### src/rtl/mem_port_arbiter.sv
// Arbitrates one single-ported memory between instruction fetch and data access.
// Define ARB_TIMEOUT_EN to abort accesses that see no mem_ack within TIMEOUT_CYCLES.
module mem_port_arbiter #(
  parameter int unsigned ADDR_WIDTH      = 32,
  parameter int unsigned DATA_WIDTH      = 32,
  parameter int unsigned MAX_DATA_STREAK = 4,
  parameter int unsigned TIMEOUT_CYCLES  = 255
) (
  input  logic                  clk,
  input  logic                  reset,
  input  logic                  inst_req,
  input  logic [ADDR_WIDTH-1:0] inst_addr,
  output logic                  inst_ack,
  output logic [DATA_WIDTH-1:0] inst_rdata,
  input  logic                  data_req,
  input  logic                  data_we,
  input  logic [3:0]            data_width,
  input  logic [ADDR_WIDTH-1:0] data_addr,
  input  logic [DATA_WIDTH-1:0] data_wdata,
  output logic                  data_ack,
  output logic [DATA_WIDTH-1:0] data_rdata,
  output logic                  bus_err,
  output logic                  busy,
  output logic                  mem_req,
  output logic                  mem_we,
  output logic [3:0]            mem_width,
  output logic [ADDR_WIDTH-1:0] mem_addr,
  output logic [DATA_WIDTH-1:0] mem_wdata,
  input  logic                  mem_ack,
  input  logic [DATA_WIDTH-1:0] mem_rdata
);

  typedef enum logic [1:0] {StIdle, StBusyInst, StBusyData, StResp} state_e;

  localparam logic [3:0] MaxStreak = 4'(MAX_DATA_STREAK);

  state_e                state_q, state_d;
  logic [3:0]            streak_q, streak_d;
  logic                  mem_req_q, mem_req_d;
  logic                  mem_we_q, mem_we_d;
  logic [3:0]            mem_width_q, mem_width_d;
  logic [ADDR_WIDTH-1:0] mem_addr_q, mem_addr_d;
  logic [DATA_WIDTH-1:0] mem_wdata_q, mem_wdata_d;
  logic                  inst_ack_q, inst_ack_d;
  logic [DATA_WIDTH-1:0] inst_rdata_q, inst_rdata_d;
  logic                  data_ack_q, data_ack_d;
  logic [DATA_WIDTH-1:0] data_rdata_q, data_rdata_d;
  logic                  bus_err_q, bus_err_d;
  logic                  busy_q, busy_d;
  logic                  grant_data;

`ifdef ARB_TIMEOUT_EN
  localparam logic [7:0] TmoLast = 8'(TIMEOUT_CYCLES - 1);
  logic [7:0] tmo_q, tmo_d;
`endif

  // Fetch only wins a contested cycle once data has used up its streak.
  assign grant_data = data_req && !(inst_req && (streak_q == MaxStreak));

  always_comb begin
    state_d      = state_q;
    streak_d     = streak_q;
    mem_req_d    = mem_req_q;
    mem_we_d     = mem_we_q;
    mem_width_d  = mem_width_q;
    mem_addr_d   = mem_addr_q;
    mem_wdata_d  = mem_wdata_q;
    inst_ack_d   = 1'b0;
    inst_rdata_d = inst_rdata_q;
    data_ack_d   = 1'b0;
    data_rdata_d = data_rdata_q;
    bus_err_d    = 1'b0;
`ifdef ARB_TIMEOUT_EN
    tmo_d        = tmo_q;
`endif

    unique case (state_q)
      StIdle: begin
        if (data_req || inst_req) begin
          mem_req_d = 1'b1;
`ifdef ARB_TIMEOUT_EN
          tmo_d     = '0;
`endif
          if (grant_data) begin
            mem_we_d    = data_we;
            mem_width_d = data_width;
            mem_addr_d  = data_addr;
            mem_wdata_d = data_wdata;
            state_d     = StBusyData;
            if (!inst_req) begin
              streak_d = '0;
            end else if (streak_q != MaxStreak) begin
              streak_d = streak_q + 4'd1;
            end
          end else begin
            mem_we_d    = 1'b0;
            mem_width_d = 4'd4;
            mem_addr_d  = inst_addr;
            streak_d    = '0;
            state_d     = StBusyInst;
          end
        end
      end
      StBusyInst, StBusyData: begin
        if (mem_ack) begin
          mem_req_d = 1'b0;
          state_d   = StResp;
          if (state_q == StBusyInst) begin
            inst_ack_d   = 1'b1;
            inst_rdata_d = mem_rdata;
          end else begin
            data_ack_d   = 1'b1;
            data_rdata_d = mem_rdata;
          end
        end
`ifdef ARB_TIMEOUT_EN
        else if (tmo_q == TmoLast) begin
          mem_req_d = 1'b0;
          bus_err_d = 1'b1;
          state_d   = StResp;
          if (state_q == StBusyInst) begin
            inst_ack_d   = 1'b1;
            inst_rdata_d = '0;
          end else begin
            data_ack_d   = 1'b1;
            data_rdata_d = '0;
          end
        end else begin
          tmo_d = tmo_q + 8'd1;
        end
`endif
      end
      StResp: begin
        state_d = StIdle;
      end
      default: begin
        state_d = StIdle;
      end
    endcase

    busy_d = (state_d != StIdle);
  end

  always_ff @(posedge clk or posedge reset) begin
    if (reset) begin
      state_q      <= StIdle;
      streak_q     <= '0;
      mem_req_q    <= 1'b0;
      mem_we_q     <= 1'b0;
      mem_width_q  <= '0;
      mem_addr_q   <= '0;
      mem_wdata_q  <= '0;
      inst_ack_q   <= 1'b0;
      inst_rdata_q <= '0;
      data_ack_q   <= 1'b0;
      data_rdata_q <= '0;
      bus_err_q    <= 1'b0;
      busy_q       <= 1'b0;
    end else begin
      state_q      <= state_d;
      streak_q     <= streak_d;
      mem_req_q    <= mem_req_d;
      mem_we_q     <= mem_we_d;
      mem_width_q  <= mem_width_d;
      mem_addr_q   <= mem_addr_d;
      mem_wdata_q  <= mem_wdata_d;
      inst_ack_q   <= inst_ack_d;
      inst_rdata_q <= inst_rdata_d;
      data_ack_q   <= data_ack_d;
      data_rdata_q <= data_rdata_d;
      bus_err_q    <= bus_err_d;
      busy_q       <= busy_d;
    end
  end

`ifdef ARB_TIMEOUT_EN
  always_ff @(posedge clk or posedge reset) begin
    if (reset) begin
      tmo_q <= '0;
    end else begin
      tmo_q <= tmo_d;
    end
  end
`endif

  assign mem_req    = mem_req_q;
  assign mem_we     = mem_we_q;
  assign mem_width  = mem_width_q;
  assign mem_addr   = mem_addr_q;
  assign mem_wdata  = mem_wdata_q;
  assign inst_ack   = inst_ack_q;
  assign inst_rdata = inst_rdata_q;
  assign data_ack   = data_ack_q;
  assign data_rdata = data_rdata_q;
  assign bus_err    = bus_err_q;
  assign busy       = busy_q;

endmodule

### config.mk
export PLATFORM = sky130hd
export DESIGN_NAME = mem_port_arbiter
export DESIGN_NICKNAME = d
export VERILOG_FILES = /design/src/rtl/mem_port_arbiter.sv
export SDC_FILE = /design/constraint.sdc
export NUM_CORES = 1
export LEC_CHECK = 0
export CAP_MARGIN = 20
export CORE_MARGIN = 3
export CORE_UTILIZATION = 25
export CTS_CLUSTER_SIZE = 25
export DETAILED_ROUTE_END_ITERATION = 8
export PLACE_DENSITY_LB_ADDON = 0.05
export SKIP_LAST_GASP = 1
export SLEW_MARGIN = 15
export SYNTH_ARGS = -nofsm -noshare
export SYNTH_HDL_FRONTEND = slang
export SYNTH_SLANG_ARGS = --single-unit
### constraint.sdc
create_clock -name clk -period 4.5 [get_ports clk]
set_input_delay 0.45 -clock clk [delete_from_list [all_inputs] [get_ports clk]]
set_output_delay 0.45 -clock clk [all_outputs]
set_load 0.01 [all_outputs]
Word level (Yosys, flattened, before mapping) --
Cells that the tools add are included.
Cells by class: add/subtract/negate cells 1, multiply operators 0, div/mod/pow operators 0, $lt $le $gt $ge 0, eq/ne operators 8, shift-type cells 0, muxes and demuxes 19, bitwise logic cells 1, reductions and logical operators 14
Operator list (count):
- $mux W32 | 1
- $mux W4 | 4
- $reduce_and A3 Y1 | 5
- $mux W1 | 9
- $mux W2 | 3
- $pmux W2 S3 | 1
- $add A4 B1 Y4 const B | 1
- $eq A2 B2 Y1 const B | 2
- $eq A4 B3 Y1 const B | 1
- $ne A2 B2 Y1 const B | 2
- $ne A4 B3 Y1 const B | 1
- $reduce_bool A2 Y1 | 2
- $ne A3 B2 Y1 const B | 1
- $eq A2 B1 Y1 const B | 1
- $logic_and A1 B1 Y1 | 2
- $logic_not A2 Y1 | 1
- $pmux W1 S2 | 1
- $reduce_and A2 Y1 | 1
- $reduce_or A2 Y1 | 1
- $logic_not A1 Y1 | 1
- $logic_or A1 B1 Y1 | 1
- $not A1 Y1 | 1
Storage, ports and cells: register bits 143, bits in latches 0, bits in writable memories 0, bits in read-only memories 0, bits of input ports 138, output and inout bits 138, word-level logic and storage cells 55, memories 0

Depth between registers and ports, before layout --
Gate-level depths: netlist (run 1).
depth after elaboration 8, gate-level depth with buffers 7, mapped depth without buffers 5

Worst setup path after synthesis (run 1) --
No wires, ideal clock.
path kind register to register, start point register streak_q[0], end point register mem_wdata_q[10], in the netlist mem_wdata[10], library setup time 125 ps, arrival time 1551 ps, required time 4375 ps, setup slack 2824 ps, cell stages (with the launch flop) 8, buffers on the path 2, clock period less this slack 1676 ps, cell sequence dfrtp_1 > inv_1 > ha_1 > nand4b_4 > and3_1 > buf_6 > buf_6 > mux2_4
On the way: cells in the longest elaborated chain, start to end 5
RTL lines:
- start, declared | RTL line 38 | logic [3:0] streak_q, streak_d;
- start signal, assigned | RTL line 161 | streak_q <= streak_d;
- $eq A4 B3 Y1 | RTL line 58 | assign grant_data = data_req && !(inst_req && (streak_q == MaxStreak));
- $logic_and A1 B1 Y1 | RTL line 58
- $logic_not A1 Y1 | RTL line 58
- $logic_and A1 B1 Y1 | RTL line 58
- $reduce_and A3 Y1 (no source line)
- end signal, assigned | RTL line 166 | mem_wdata_q <= mem_wdata_d;
- end, declared | RTL line 43 | logic [DATA_WIDTH-1:0] mem_wdata_q, mem_wdata_d;
Every way passes these cells. A chain may end at the register's enable or synchronous reset.

Worst setup path after layout (run 1) --
start point register state_q[1], end point register mem_addr_q[1], in the netlist mem_addr[1]
On the way: cells in the longest elaborated chain, start to end 2
RTL lines:
- start, declared | RTL line 37 | state_e state_q, state_d;
- start signal, assigned | RTL line 146 | state_q <= StIdle;
- start signal, assigned | RTL line 160 | state_q <= state_d;
- $logic_not A2 Y1 | RTL line 77 | unique case (state_q)
- $reduce_and A2 Y1 (no source line)
- end signal, assigned | RTL line 165 | mem_addr_q <= mem_addr_d;
- end, declared | RTL line 42 | logic [ADDR_WIDTH-1:0] mem_addr_q, mem_addr_d;
Every way passes these cells.

==> results of run 1 <==
## placed cells by master, fill, tap and decap left out, types with 6 or more instances in the layout
| master | instances |
|---|---|
| nand4_1 | 32 |
| nand2_1 | 74 |
| dfrtp_1 | 143 |
| clkbuf_16 | 17 |
| mux2_4 | 25 |
| o211ai_1 | 32 |
| mux2_1 | 71 |
| buf_4 | 6 |
| nor2_1 | 8 |
| clkdlybuf4s50_1 | 274 |
## sequential cells by signal (all words and copies together) (netlist names), 2 cells and up
signal      flops
mem_addr       32
state_q         2
streak_q        4
mem_wdata      32
mem_width       4
data_rdata     32
inst_rdata     32
## cells by family (layout without fill, tap and decap cells)
| kind of cell | Yosys count | after routing | share of synthesized area, % |
|---|---|---|---|
| other | 1 | 1 | 0.0627 |
| AOI/OAI and AO/OA | 48 | 48 | 5.88 |
| muxes | 98 | 98 | 20.0 |
| buffers and inverters | 44 | 322 | 3.60 |
| adders and majority gates | 4 | 4 | 0.837 |
| xor gates and xnor gates | 1 | 1 | 0.147 |
| DFF | 143 | 143 | 59.8 |
| and+or+nand+nor | 122 | 122 | 9.63 |
## critical path: stages, from the launching register on
cell      delay [ns]
dfrtp_1         0.41
inv_1           0.09
ha_1            0.72
buf_4           0.38
o21a_1          0.52
buf_4           0.40
nand2_1         0.11
o211ai_1        0.18
## power groups by stage
| stage | clock [mW] | combinational (mW) | sequential, mW |
|---|---|---|---|
| floorplan | 0 | 1.19 | 2.58 |
| global placement | 0 | 3.20 | 2.29 |
| detailed placement | 0 | 3.24 | 2.31 |
| CTS | 1.40 | 3.25 | 2.30 |
| global route | 1.46 | 3.44 | 2.38 |
| finish | 1.35 | 3.21 | 2.29 |
## worst max-delay path by stage
| stage | end | slack [ns] | cells past startpoint |
|---|---|---|---|
| 6_report | mem_addr[1] | 1.57 | 7 |
| 3_5_place_dp | mem_wdata[27] | 1.32 | 4 |
| 2_1_floorplan | busy | 0.21 | 1 |
| 5_1_grt | mem_addr[1] | 1.32 | 7 |
| 4_1_cts | mem_addr[1] | 1.57 | 7 |
| 3_3_place_gp | mem_wdata[29] | 1.37 | 4 |
## cell usage after synthesis (all sizes together), types with 2 or more instances
master and count:
o21ai 6, mux2 97, buf 16, nand2 75
a21oi 2, clkbuf 20, ha 4, a32o 3
dfrtp 143, nor3b 2, o211ai 32, nor2 8
nand4 32, inv 8
## layout make-up
type                    count  share of cell area, %
flip-flops and latches    143                   37.3
repair buffers            282                   29.5
multi-input cells         274                   22.9
clock buffers              18                   4.47
well taps                 313                   4.08
clock inverters            14                   1.39
inverters                   8                  0.365
## per-layer routing
layer  global-route usage [%]  share of wire, %  vias to the layer above
met1                     18.0                43                     2306
met2                     23.9                50                      163
li1                         -                 -                     2164
met4                     3.98               1.1                        0
met3                     4.08               5.9                       11
met5                        0                 0                        -
==> results.md, run 1 <==
* Mean Syn Cell Area at 13.0 um^2
* Fin Hold WS at between 0.4 and 0.5 ns
* FP Rows at 55
* Clock transition at path regs at roughly 0.06 ns
* Via-to-Cell Ratio at 4.41
* Synthesized Nets at between 600 and 700
* Final RePlAce weighted congestion at approximately 0.78
* Vias in the first global route at between 5000 and 6000
* Total of fill cells in the finished design at around 2200
* Clock Power Share at 19.7%
* Post-DRT Antenna Nets at 0
* Main synth FF type: dfrtp_1
* Yosys top cell area share at 59.8%
* Later-pin clock latency in the skew report at between 0.4 and 0.5 ns
* Fin crit share at ~65%
* Max Freq at ~0.34 GHz
* Relative max-transition margin at 38.1%
* R2R setup slack at 1.57 ns
* Placed cell count at 1018
* CP endpoint kind: flop
* CP Launch Type: flop
* Status: completed
* Clock Path Buffers at 2
* Clock Sinks at 143
* Worst vdd ir at 0.240 mV
* CTS Root Cell: clkbuf_16
* Hpwl dp at 13100 um
* Post-synth EDFFs at 0
* FF-to-FF path depth at 7
* TNS Setup at 0 ns
* DRC at 0
* Starting Density at 25.9%
* P per Cell Area at slightly above 700 nW/um^2
* Ant. Diodes at 0
* Placed cell areas at 8990 um^2
* Fin nets at between 800 and 900
* Sw frac at roughly a third
* Per-cell routed wire length at 17.6 um
* Final WS setup at 1.57 ns
* Multi-input logic area at between 2000 and 2500 um^2
* Grt ovf at 0
* Max Slew Vio Count at 0
* Yosys reg bits at 143
* Sequential Power Share at 33.5%
* Max_cap viols at 0
* Finished Layout Cells at around 1100
* Worst endpoint data arrival time at approximately 3.3 ns
* Final WL at around 18000 um
* CTS Buf Count at 17
* Drt initial violations at 212
* Dpl ws at 1.32 ns
* CP Max Fanout at 25
* Synthesized area at around 6000 um^2
* Lkg Pwr at slightly below 4 nW
* Post_cts resized at 0
* Comb power frac at 46.8%
* Drt pass-1 iters at 4
* Final min period at 2.93 ns
* TritonCTS clock tree: done
* Final Instance Area at around 9600 um^2
* Critical path origin: state_q[1]
* Largest net degree at the start of global routing at 96
* Layout area overhead at 60.6%
* Setup Fix Bufs, Post-CTS at 0
* Die Span X at around 160 um
* Final setup violation count at 0
* Crit Reg-Reg Startpoint: state_q[1]
* H-tree levels at 4
* IO Port Bufs at 274
* I/O Pins at between 200 and 300
* Cts hold-fix bufs at 0
* Sw power at around 2.3 mW
* Core area at around 23000 um^2
* Seq/Total Area, Yosys at 59.8%
* RSZ-0062 raised after global routing: false
* Distinct cells, synth at 33
* Final Util at a little over two fifths
* Vias at about 4600
* Endpoint, Worst Hold: mem_wdata[28]
* Synth area leaders: dfrtp_1 60%, mux2_1 13%, mux2_4 6.3%
* Yosys top cell by area: dfrtp_1
* Total power at between 6 and 7 mW
* Post-Synthesis Cells at 461
* Total Die Area at ~26000 um^2
* Setup Skew at between 0.01 and 0.015 ns
* Internal power at between 4 and 5 mW
* First-pass GRT wire length at 29100 um
* Hold Path Class: flop to flop
* Synth warn at 0
* Hold_sp: mem_wdata[28]
* Storage cell area at ~3600 um^2
* Initial antenna violation count at 0
* Hold Fails Final Rpt at 0
* Worst slew pin tran at 0.926 ns
* Min-Delay Path Depth at 1
* All-Layer GR Usage at roughly 14%
* RR Endpoint: mem_addr[1]
* WS Path Type: flop to flop
* WP data required at ~4.8 ns
* Share of cells above drive strength 1 at under 10%
* Die Ht at 161 um
* Post-synth ARST share at 100%
Power figures use the tool's default switching activity.
==> inputs of run 2 (changes only) <==
clock period = 2.55 ns   (was 4.5 ns; I/O delays follow)
==> run 2 against run 1 <==
First-iteration DRC count rose by 2.8%; register-to-register slack worse by 0.92 ns; count of clock-buffer cells in the layout rose by 1; design area grew 1.3%; sequential share of layout area fell by 0.48 points; clock power is 94% higher; fmax grew 54%; via count shrank 0.17%; core utilization grew 0.55 points; non-clock buffer count is 9 higher; flip-flop and latch count is the same; total power increased by 80%; critical path type unchanged; critical endpoint is now mem_wdata[28].
==> results.md, run 2 (synthesis gave the netlist of run 1 again) <==
* Worst slew pin tran at 0.524 ns (was 0.926 ns)
* Hold Fails Final Rpt at 0 (unchanged)
* Commonest non-fill, non-tap cell in the layout: clkdlybuf4s50_1 (unchanged)
* Max Slew Vio Count at 0 (unchanged)
* RSZ-0062 raised after global routing: false (unchanged)
* Relative max-transition margin at 65.1% (was 38.1%)
* Placed cell areas at 9110 um^2 (was 8990 um^2)
* Final setup violation count at 0 (unchanged)
* Post-DRT Antenna Nets at 0 (unchanged)
* First-pass GRT wire length at 29100 um (about the same)
* Die Ht at 161 um (unchanged)
* Final Instance Area at 9730 um^2 (was 9610 um^2)
* Hold Path Class: input pin to asynchronous set/reset pin (was flop to flop)
* Fin Hold WS at 0.327 ns (was 0.482 ns)
* DRC at 0 (unchanged)
* Clock Path Buffers at 2 (unchanged)
* Commonest cells after routing, fill and taps aside: 274 x clkdlybuf4s50_1, 143 x dfrtp_1, 75 x nand2_1 (was 274 x clkdlybuf4s50_1, 143 x dfrtp_1, 74 x nand2_1)
* Largest net degree at the start of global routing at 88 (was 96)
* CTS Root Cell: clkbuf_16 (unchanged)
* P per Cell Area at 1270 nW/um^2 (was 713 nW/um^2)
* Grt ovf at 0 (unchanged)
* TritonCTS clock tree: done (unchanged)
* Finished Layout Cells at 1061 (was 1052)
* Drt pass-1 iters at 5 (was 4)
* Total Die Area at 25800 um^2 (unchanged)
* TNS Setup at 0 ns (unchanged)
* All-Layer GR Usage at 14.5% (was 14.3%)
* I/O Pins at 276 (unchanged)
* Max_cap viols at 0 (unchanged)
* Final min period at 1.90 ns (was 2.93 ns)
* CP endpoint kind: flop (unchanged)
* Setup Skew at 0.00984 ns (was 0.0105 ns)
* FP Rows at 55 (unchanged)
* Post_cts resized at 0 (unchanged)
* H-tree levels at 4 (unchanged)
* Vias at 4636 (was 4644)
* Setup Fix Bufs, Post-CTS at 0 (unchanged)
* Later-pin clock latency in the skew report at 0.42 ns (was 0.41 ns)
* Worst vdd ir at 0.489 mV (was 0.240 mV)
* Hpwl dp at 13300 um (was 13100 um)
* Layout area overhead at 62.8% (was 60.6%)
* Starting Density at 25.9% (unchanged)
* Via-to-Cell Ratio at 4.37 (was 4.41)
* Vias in the first global route at 5008 (was 5006)
* Final Util at 42.2% (was 41.7%)
* WS Path Type: flop to flop (unchanged)
* Initial antenna violation count at 0 (unchanged)
* Clock transition at path regs at 0.06 ns (about the same)
* Lkg Pwr at 4.02 nW (was 3.96 nW)
* CTS Buf Count at 17 (unchanged)
* WP data required at 2.84 ns (was 4.82 ns)
* Core area at 23100 um^2 (unchanged)
* CP Max Fanout at 27 (was 25)
* Placed cell count at 1029 (was 1018)
* Final WL at 18600 um (was 18500 um)
* CP Launch Type: flop (unchanged)
* Fin nets at 877 (was 868)
* Fin crit share at 74.7% (was 65.1%)
* Per-cell routed wire length at 17.5 um (was 17.6 um)
* Total of fill cells in the finished design at 2147 (was 2188)
* Cts hold-fix bufs at 0 (unchanged)
* Clock Sinks at 143 (unchanged)
* Max Freq at 0.525 GHz (was 0.341 GHz)
* Ant. Diodes at 0 (unchanged)
* Status: completed (unchanged)
* Share of cells above drive strength 1 at 10.7% (was 9.88%)
* Worst endpoint data arrival time at 2.19 ns (was 3.25 ns)
* Die Span X at 161 um (unchanged)
* IO Port Bufs at 274 (unchanged)
* Final RePlAce weighted congestion at 0.755 (was 0.776)
* Drt initial violations at 218 (was 212)
==> run 2: area by class of cell <==
cell class	instances	area (um^2)	area share [%]
Inverter	8	33.8	0.347
Tap cell	313	392	4.02
Multi-Input combinational cell	274	2200	22.6
Clock inverter	13	179	1.84
Timing Repair Buffer	291	2910	29.9
Clock buffer	19	443	4.55
Sequential cell	143	3580	36.8
==> run 2: worst paths after layout <==
path | startpoint | endpoint | slack (ns) | cells after the start
min reg2reg | data_rdata[5] | data_rdata[5] | 0.49 | 1
max reg2reg | streak_q[0] | mem_wdata[28] | 0.65 | 6
min in group clk | data_width[0] | mem_width[0] | 0.38 | 3
max | streak_q[0] | mem_wdata[28] | 0.65 | 6
min | reset | mem_wdata[6] | 0.33 | 3
max in group asynchronous | reset | mem_addr[28] | 1.78 | 3
==> run 2: routing by layer <==
| layer | track usage [%] | routed length, um | vias to the layer above |
|---|---|---|---|
| met2 | 24.0 | 9070 | 182 |
| met3 | 4.44 | 1250 | 20 |
| met4 | 4.30 | 358 | 0 |
| met1 | 18.1 | 7910 | 2258 |
| li1 | - | - | 2176 |
| met5 | 0 | 0 | - |
==> run 2: metrics by stage <==
stage	power (mW)	setup WS, ns
after detailed placement	9.89	0.518
after global routing	13.1	0.526
after floorplan	6.65	0.504
final	12.3	0.646
after CTS	12.6	0.631
after global placement	9.78	0.579
==> run 2: power by group <==
part	internal, mW	total, mW	switching (mW)
clock network	1.59	2.62	1.03
registers	3.42	4.03	0.608
logic	3.27	5.69	2.43
==> run 2: worst max-delay path, stage by stage, from the launching register on <==
cell and delay, ns:
dfrtp_1 0.40, inv_1 0.10, ha_1 0.22, nand4b_4 0.21
and3_2 0.31, buf_12 0.18, mux2_1 0.34
